`src/rtl/sm83_fetch_pkg.sv`:
```
// sm83_fetch_pkg: state encodings and length classes shared by the
// SM83 fetch sequencer and the control FSM.
package sm83_fetch_pkg;

    typedef enum logic [2:0] {
        S_RESET,
        S_FETCH_OP,
        S_FETCH_IMM,
        S_HOLD,
        S_ERR
    } fetch_state_t;

    localparam logic [7:0] OP_CB_PREFIX = 8'hCB;

    localparam logic [1:0] LEN_0 = 2'd0;
    localparam logic [1:0] LEN_1 = 2'd1;
    localparam logic [1:0] LEN_2 = 2'd2;

endpackage

```
`src/rtl/sm83_oplen_decode.sv`:
```
// sm83_oplen_decode: opcode -> immediate byte count and CB-prefix flag.
// FETCH_CB_PREFIX_EN: 0xCB carries its extended opcode as one immediate.
module sm83_oplen_decode
    import sm83_fetch_pkg::*;
(
    input  logic [7:0] op,
    output logic [1:0] len,
    output logic       is_cb
);

    always_comb begin
        len   = LEN_0;
        is_cb = 1'b0;
        unique case (op)
            8'h06, 8'h0E, 8'h16, 8'h1E, 8'h26, 8'h2E, 8'h36, 8'h3E,
            8'h18, 8'h20, 8'h28, 8'h30, 8'h38,
            8'hC6, 8'hCE, 8'hD6, 8'hDE, 8'hE0, 8'hE6, 8'hE8,
            8'hEE, 8'hF0, 8'hF6, 8'hF8, 8'hFE:
                len = LEN_1;
            8'h01, 8'h08, 8'h11, 8'h21, 8'h31,
            8'hC2, 8'hC3, 8'hC4, 8'hCA, 8'hCC, 8'hCD,
            8'hD2, 8'hD4, 8'hDA, 8'hDC, 8'hEA, 8'hFA:
                len = LEN_2;
`ifdef FETCH_CB_PREFIX_EN
            OP_CB_PREFIX: begin
                len   = LEN_1;
                is_cb = 1'b1;
            end
`endif
            default: len = LEN_0;
        endcase
    end

endmodule

```
`src/rtl/sm83_fetch_seq.sv`:
```
// sm83_fetch_seq: PC owner and opcode/immediate fetch sequencer for SM83.
// FETCH_CB_PREFIX_EN: fetch the CB-extended opcode byte into operand[7:0].
module sm83_fetch_seq
    import sm83_fetch_pkg::*;
#(
    parameter int          ADDR_W    = 16,
    parameter logic [15:0] RESET_VEC = 16'h0000,
    parameter int          MAX_WAIT  = 15
) (
    input  logic              clk,
    input  logic              rst,
    input  logic              pc_load,
    input  logic [ADDR_W-1:0] pc_load_val,
    output logic [ADDR_W-1:0] mem_addr,
    output logic              mem_rd,
    input  logic [7:0]        mem_rdata,
    input  logic              mem_ack,
    output logic              instr_valid,
    input  logic              instr_ready,
    output logic [7:0]        opcode,
    output logic [15:0]       operand,
    output logic [1:0]        operand_len,
    output logic              cb_prefix,
    output logic [ADDR_W-1:0] instr_pc,
    output logic [ADDR_W-1:0] pc,
    output logic              bus_err
);

    localparam logic [ADDR_W-1:0] PC_RST    = ADDR_W'(RESET_VEC);
    localparam logic [ADDR_W-1:0] PC_ONE    = ADDR_W'(1);
    localparam logic [7:0]        WAIT_LAST = 8'(MAX_WAIT - 1);

    fetch_state_t      state;
    logic [7:0]        wait_cnt;
    logic              imm_idx;
    logic              imm_last;
    logic [1:0]        dec_len;
    logic              dec_cb;
    logic [ADDR_W-1:0] pc_inc;

    sm83_oplen_decode u_dec (
        .op    (mem_rdata),
        .len   (dec_len),
        .is_cb (dec_cb)
    );

    assign mem_addr = pc;
    assign pc_inc   = pc + PC_ONE;
    assign imm_last = ({1'b0, imm_idx} + 2'd1) == operand_len;

    always_ff @(posedge clk or posedge rst) begin
        if (rst) begin
            state       <= S_RESET;
            pc          <= PC_RST;
            mem_rd      <= 1'b0;
            instr_valid <= 1'b0;
            bus_err     <= 1'b0;
            cb_prefix   <= 1'b0;
            opcode      <= 8'h00;
            operand     <= 16'h0000;
            operand_len <= LEN_0;
            instr_pc    <= '0;
            wait_cnt    <= 8'd0;
            imm_idx     <= 1'b0;
        end else if (pc_load) begin
            // Redirect wins over any in-flight ack or pending instruction.
            state       <= S_FETCH_OP;
            pc          <= pc_load_val;
            mem_rd      <= 1'b1;
            instr_valid <= 1'b0;
            bus_err     <= 1'b0;
            wait_cnt    <= 8'd0;
            imm_idx     <= 1'b0;
        end else begin
            unique case (state)
                S_RESET: begin
                    state    <= S_FETCH_OP;
                    mem_rd   <= 1'b1;
                    wait_cnt <= 8'd0;
                end
                S_FETCH_OP: begin
                    if (mem_ack) begin
                        opcode      <= mem_rdata;
                        instr_pc    <= pc;
                        pc          <= pc_inc;
                        operand     <= 16'h0000;
                        operand_len <= dec_len;
                        cb_prefix   <= dec_cb;
                        wait_cnt    <= 8'd0;
                        imm_idx     <= 1'b0;
                        if (dec_len == LEN_0) begin
                            state       <= S_HOLD;
                            mem_rd      <= 1'b0;
                            instr_valid <= 1'b1;
                        end else begin
                            state <= S_FETCH_IMM;
                        end
                    end else if (wait_cnt == WAIT_LAST) begin
                        state   <= S_ERR;
                        mem_rd  <= 1'b0;
                        bus_err <= 1'b1;
                    end else begin
                        wait_cnt <= wait_cnt + 8'd1;
                    end
                end
                S_FETCH_IMM: begin
                    if (mem_ack) begin
                        if (imm_idx) operand[15:8] <= mem_rdata;
                        else         operand[7:0]  <= mem_rdata;
                        pc       <= pc_inc;
                        wait_cnt <= 8'd0;
                        imm_idx  <= 1'b1;
                        if (imm_last) begin
                            state       <= S_HOLD;
                            mem_rd      <= 1'b0;
                            instr_valid <= 1'b1;
                        end
                    end else if (wait_cnt == WAIT_LAST) begin
                        state   <= S_ERR;
                        mem_rd  <= 1'b0;
                        bus_err <= 1'b1;
                    end else begin
                        wait_cnt <= wait_cnt + 8'd1;
                    end
                end
                S_HOLD: begin
                    if (instr_ready) begin
                        state       <= S_FETCH_OP;
                        mem_rd      <= 1'b1;
                        instr_valid <= 1'b0;
                        wait_cnt    <= 8'd0;
                    end
                end
                S_ERR: begin
                    mem_rd <= 1'b0;
                end
                default: begin
                    state  <= S_RESET;
                    mem_rd <= 1'b0;
                end
            endcase
        end
    end

endmodule

```
`config.mk`:
```
export PLATFORM = sky130hd
export DESIGN_NAME = sm83_fetch_seq
export DESIGN_NICKNAME = d
export VERILOG_FILES = /design/src/rtl/sm83_fetch_pkg.sv /design/src/rtl/sm83_oplen_decode.sv /design/src/rtl/sm83_fetch_seq.sv
export SDC_FILE = /design/constraint.sdc
export NUM_CORES = 1
export LEC_CHECK = 0
export CAP_MARGIN = 10
export CORE_MARGIN = 2
export CORE_UTILIZATION = 48
export CTS_CLUSTER_DIAMETER = 60
export CTS_CLUSTER_SIZE = 12
export DETAILED_ROUTE_END_ITERATION = 10
export PLACE_DENSITY = 0.8
export SYNTH_ARGS = -nofsm -noshare
export SYNTH_HDL_FRONTEND = slang
export SYNTH_SLANG_ARGS = --single-unit
```
`constraint.sdc`:
```
create_clock -name clk -period 3 [get_ports clk]
set_input_delay 0.9 -clock clk [delete_from_list [all_inputs] [get_ports clk]]
set_output_delay 0.9 -clock clk [all_outputs]
set_load 0.02 [all_outputs]
```
# ---- Word-level counts from Yosys, hierarchy flattened
# Index checks and enable logic that the tools add are counted.
dict set report totals {
  out_inout_bits 78
  in_bits 29
  elab_cells 145
  regBits 73
}
dict set report classes {
  n_reduce_logical 22
  n_bitwise 1
  n_eq_ne 62
  muxes 45
  n_addsub 3
}
# op n
set ops {}
lappend ops {{$eq 8x8->1 const B} 24}
lappend ops {{$eq 8x6->1 const B} 10}
lappend ops {{$mux 16} 5}
lappend ops {{$mux 8} 6}
lappend ops {{$eq 8x5->1 const B} 4}
lappend ops {{$pmux 16 s2} 1}
lappend ops {{$reduce_or 25->1} 1}
lappend ops {{$eq 8x4->1 const B} 3}
lappend ops {{$pmux 8 s3} 1}
lappend ops {{$mux 1} 21}
lappend ops {{$mux 3} 6}
lappend ops {{$reduce_and 3->1} 6}
lappend ops {{$reduce_or 17->1} 1}
lappend ops {{$add 16x1->16 const B} 1}
lappend ops {{$ne 3x3->1 const B} 5}
lappend ops {{$pmux 3 s5} 1}
lappend ops {{$ne 2x2->1 const B} 6}
lappend ops {{$ne 4x4->1 const B} 3}
lappend ops {{$reduce_and 5->1} 2}
lappend ops {{$add 8x1->8 const B} 1}
lappend ops {{$eq 8x1->1 const B} 1}
lappend ops {{$eq 8x3->1 const B} 1}
lappend ops {{$reduce_bool 2->1} 4}
lappend ops {{$reduce_bool 4->1} 2}
lappend ops {{other kinds (16)} 17}

# ---- Logic depth before layout (Yosys ltp)
dict set report logic_depth {
  depth_word 8
  mapped_depth 8
  depth_no_buf 7
}

# ---- Cells and area by module
# From an unflattened synthesis, not the netlist that was laid out.
dict set report hier_totals {
  cells_unflattened 384
  hier_area_um2 3966.3
}
# module n_inst cells_each area_per_inst_um2
set by_module_without_submodules {}
lappend by_module_without_submodules {sm83_fetch_seq 1 337 3656.0}
lappend by_module_without_submodules {sm83_oplen_decode 1 47 310.3}

# ---- Worst setup path after synthesis
# No wires, ideal clock.
dict set report synth_timing {
  kind {in2reg}
  from {input port mem_rdata[1]}
  to {register instr_valid}
  t_required_ns 2.920
  cell_stages 5
  arrival_time_ns 2.106
  path_slack_ns 0.814
  path_buffers 1
  setup_time_ns 0.080
  path_cell_list {clkbuf_2 > o41ai_2 > o311ai_1 > or4_1 > o211ai_2}
}
dict set report synth_via {
  elab_chain_len 6
}
# element line
set synth_lines {}
lappend synth_lines {{start, declared} sm83_fetch_seq.sv:16} ;# input logic [7:0] mem_rdata,
lappend synth_lines {{$eq 8x3->1 (tied with other cells)} sm83_oplen_decode.sv:14} ;# unique case (op)
lappend synth_lines {{$reduce_or 25->1 / $reduce_or 17->1 (equally long branches)} sm83_oplen_decode.sv:14}
lappend synth_lines {{$pmux 2 s2 *} sm83_oplen_decode.sv:14}
lappend synth_lines {{$logic_not 2->1 *} sm83_fetch_seq.sv:91} ;# if (dec_len == LEN_0) begin
lappend synth_lines {{$ne 3x3->1 (no source line) *} -}
lappend synth_lines {{$reduce_and 6->1 (no source line) *} -}
lappend synth_lines {{end signal, assigned} sm83_fetch_seq.sv:94} ;# instr_valid <= 1'b1;
lappend synth_lines {{end signal, assigned} sm83_fetch_seq.sv:116} ;# instr_valid <= 1'b1;
lappend synth_lines {{end signal, assigned} sm83_fetch_seq.sv:130} ;# instr_valid <= 1'b0;
lappend synth_lines {{end, declared} sm83_fetch_seq.sv:18} ;# output logic instr_valid,
# Mark *: on every way between the ends. The rest lies on a longest branch, timed or not.
# A chain may end at the register's enable or synchronous reset.

# ---- Final worst setup path
dict set report layout_timing {
  from {input port mem_rdata[1]}
  to {register state[0]}
}
dict set report layout_via {
  elab_chain_len 8
}
# element line
set layout_lines {}
lappend layout_lines {{$eq 8x3->1 (tied with other cells)} sm83_oplen_decode.sv:14}
lappend layout_lines {{$reduce_or 25->1 / $reduce_or 17->1 (equally long branches)} sm83_oplen_decode.sv:14}
lappend layout_lines {{$pmux 2 s2 *} sm83_oplen_decode.sv:14}
lappend layout_lines {{$logic_not 2->1 *} sm83_fetch_seq.sv:91}
lappend layout_lines {{$mux 1 *} sm83_fetch_seq.sv:91}
lappend layout_lines {{$mux 3 *} sm83_fetch_seq.sv:82} ;# if (mem_ack) begin
lappend layout_lines {{$pmux 3 s5 *} sm83_fetch_seq.sv:75} ;# unique case (state)
lappend layout_lines {{$mux 3 *} sm83_fetch_seq.sv:65} ;# end else if (pc_load) begin
lappend layout_lines {{end signal, assigned} sm83_fetch_seq.sv:67} ;# state <= S_FETCH_OP;
lappend layout_lines {{end signal, assigned} sm83_fetch_seq.sv:77} ;# state <= S_FETCH_OP;
lappend layout_lines {{end signal, assigned} sm83_fetch_seq.sv:92} ;# state <= S_HOLD;
lappend layout_lines {{end, declared} sm83_fetch_seq.sv:33} ;# fetch_state_t state;
# Marked as above.

==> out/results.tsv <==
metric	value	unit
tightest_slew	0.625	ns
clock_path_buffers	2	
post-route-min-period	2.53	ns
ir_worst_vdd	0.332	mV
fin_skew	0.0117	ns
multi_input_area	1690	sq um
fin_cells	583	
drc	0	
cts_tree	done	
diodes	0	
clk_pin_slew	0.07	ns
viasPerCell	5.37	
setup_viol	0	
first_pass_iters	5	
hold_ws	0.485	ns
placementRows	32	
synth_seq_cells	73	
crit_required	3.25	ns
synth_warnings	0	
place_inst	568	
status	completed	
path_max_fanout	8	
critPathKind	primary input to flip-flop	
wl_per_cell	15.4	um
synth_edf_count	0	
core_area	7690	sq um
cts_made_buffers	9	
synth_area	3800	sq um
grt_setup_unrepaired	no	
ioPinCount	107	
placed_area	4850	sq um
drv_slew	0	
drive_gt1_share	12.7	%
worstPathArrival	2.77	ns
fp.dieW	93.0	um
hold_violations	0	
final_nets	509	
worst_slack	0.475	ns
synth.avg_cell_area	9.85	sq um
cp_slowest_cell	clkdlybuf4s50_1	
async_reset_ff_share	100	%
cts.sinks	73	
switching_power	0.000939	W
power.share.clock	31.5	%
first_iter_violations	148	
yosys.area.top_type	dfrtp_1	
dp_slack	0.186	ns
nFillCells	617	
p_sw_share	29.8	%
max_freq	0.396	GHz
hold_path.class	flip-flop to flip-flop	
post-cts-setup-buffers	0	
synth_nets	418	
startpoint_type	primary input	
cp_slowest_stage_delay	0.58	ns
maxCapViolCount	0	
p_int	0.00221	W
grtUsageTotal	21.4	%
fin_area	5110	sq um
antenna_found_initial	0	
syn_to_final_growth	34.4	%
slew_headroom	58.3	%
initial_core_util	49.5	%
globalRoute.totalOverflow	0	
cp_cell_sequence	clkdlybuf4s50_1, inv_1, a21oi_1, a211oi_1, o21ai_0, o311ai_1	
period_share	84.2	%
post-dp-hpwl	6410	um
synth_area_leaders	dfrtp_1 (48%), mux2_2 (6.5%), nand2_1 (5.1%), o21ai_0 (4.5%), buf_4 (3.4%)	
syn_inst	386	
p_per_area	616	nW/um^2
grt_max_degree	74	
pwr-share-seq	39.5	%
fin_setup_tns	0	ns
post_cts_resized	0	
cts-root-buf	clkbuf_8	
yosys_most_used_dff	dfrtp_1	
yosysSeqAreaShare	48.0	%
die_y	93.0	um
htree_num_levels	3	
synth_top_area_share	48.0	%
grt_pass1_vias	2993	
wl	8980	um
yosys.cell_types.count	62	
grt_pass1_wl	14600	um
port_buffers	105	
hold_buffers	0	
seq_area	1830	sq um
crit_path_end_kind	flip-flop	
dieArea	8650	sq um
power_frac_comb	29.0	%
vias	3131	
leakagePower	2.08	nW
antenna_left	0	
clock_latency	0.35	ns
place.gp.congestion	0.880	
## layout make-up
type	instances	share of cell area, %
Multi-Input combinational cell	260	33.0
Clock inverter	5	2.52
Inverter	20	1.47
Clock buffer	10	2.50
Timing Repair Buffer	113	22.2
Tap cell	102	2.50
Sequential cell	73	35.7
## cells in the final DEF (no fill, tap or decap), types with 3 or more instances in the layout
cell type,count
nor3_1,8
mux2_2,22
xnor2_1,12
xor2_1,7
o21ai_0,34
and3_1,3
or4_1,3
nor2b_1,4
nor2_1,15
inv_1,19
o21ai_1,10
nand3_1,18
ha_1,3
nand2_1,52
and4_1,3
or3_1,3
dfrtp_1,73
bufinv_16,4
buf_4,6
a21oi_1,10
o211ai_1,3
clkbuf_8,9
clkdlybuf4s50_1,105
o31ai_1,5
## critical path, delay by kind of cell
kind,cells,cell delay [ns]
compound gates,4,1.12
buf+inv,2,0.75
## state kept, by name (all words and copies together), names as in the netlist
register     flops
bus_err          1
operand         16
wait_cnt         8
mem_addr        16
instr_pc        16
instr_valid      1
state            3
mem_rd           1
imm_idx          1
operand_len      2
opcode           8
## Yosys cell counts, types with 2 or more instances
cell type,instances
a21o_1,2
a21oi_1,10
a21oi_2,2
and3_1,3
and4_1,3
buf_1,2
buf_2,7
buf_4,17
buf_6,2
clkbuf_1,4
dfrtp_1,73
ha_1,3
inv_1,20
mux2_2,22
mux2i_1,2
nand2_1,52
nand2b_1,2
nand2b_2,2
nand3_1,18
nand4_1,2
nor2_1,15
nor2b_1,4
nor3_1,8
nor3b_1,2
o2111ai_1,2
o211ai_1,3
o21ai_0,34
o21ai_1,10
o311ai_1,2
o31ai_1,5
or3_1,3
or4_1,3
xnor2_1,12
xor2_1,7
## layer usage
| layer | track usage, % | part of all wire (%) | wire length, um | up-vias |
|---|---|---|---|---|
| met5 | 0 | 0 | 0 | - |
| met1 | 28.7 | 44 | 3990 | 1513 |
| met3 | 3.46 | 5.3 | 479 | 8 |
| met2 | 35.3 | 49 | 4430 | 98 |
| li1 | - | - | - | 1512 |
| met4 | 7.60 | 0.99 | 89 | 0 |
## final timing paths
path,startpoint,to,slack [ns],cells past startpoint
min in group asynchronous,rst,instr_pc[13],0.95,3
max in group asynchronous,rst,mem_rd,1.73,3
worst min register to register,operand[5],operand[5],0.49,2
worst min-delay path,operand[5],operand[5],0.49,2
worst max register to register,state[0],wait_cnt[0],1.05,5
worst max-delay path,mem_rdata[1],state[0],0.47,6
## power groups by stage
stage,sequential (W),combinational (W),clock (W)
5_1_grt,0.00127,0.000975,0.00105
4_1_cts,0.00125,0.000920,0.00101
2_1_floorplan,0.00140,0.000352,0
6_report,0.00124,0.000913,0.000993
3_3_place_gp,0.00125,0.000900,0
3_5_place_dp,0.00126,0.000916,0
## kinds of logic after synthesis
group           Yosys count  synth area share, %
compound gates           85                 14.1
xor+xnor                 20                 5.10
fa+ha+maj                 3                0.987
buf+inv                  53                 7.57
flops                    73                 48.0
mux                      24                 7.04
other cells               1               0.0986
simple gates            127                 17.1
## through the flow
| step | total power (W) | utilization [%] |
|---|---|---|
| final | 0.00315 | 66.5 |
| after global routing | 0.00329 | 66.5 |
| after CTS | 0.00318 | 66.5 |
| after detailed placement | 0.00218 | 63.2 |
| after global placement | 0.00215 | 63.2 |
| after floorplan | 0.00175 | - |
Power figures use the tool's default switching activity.
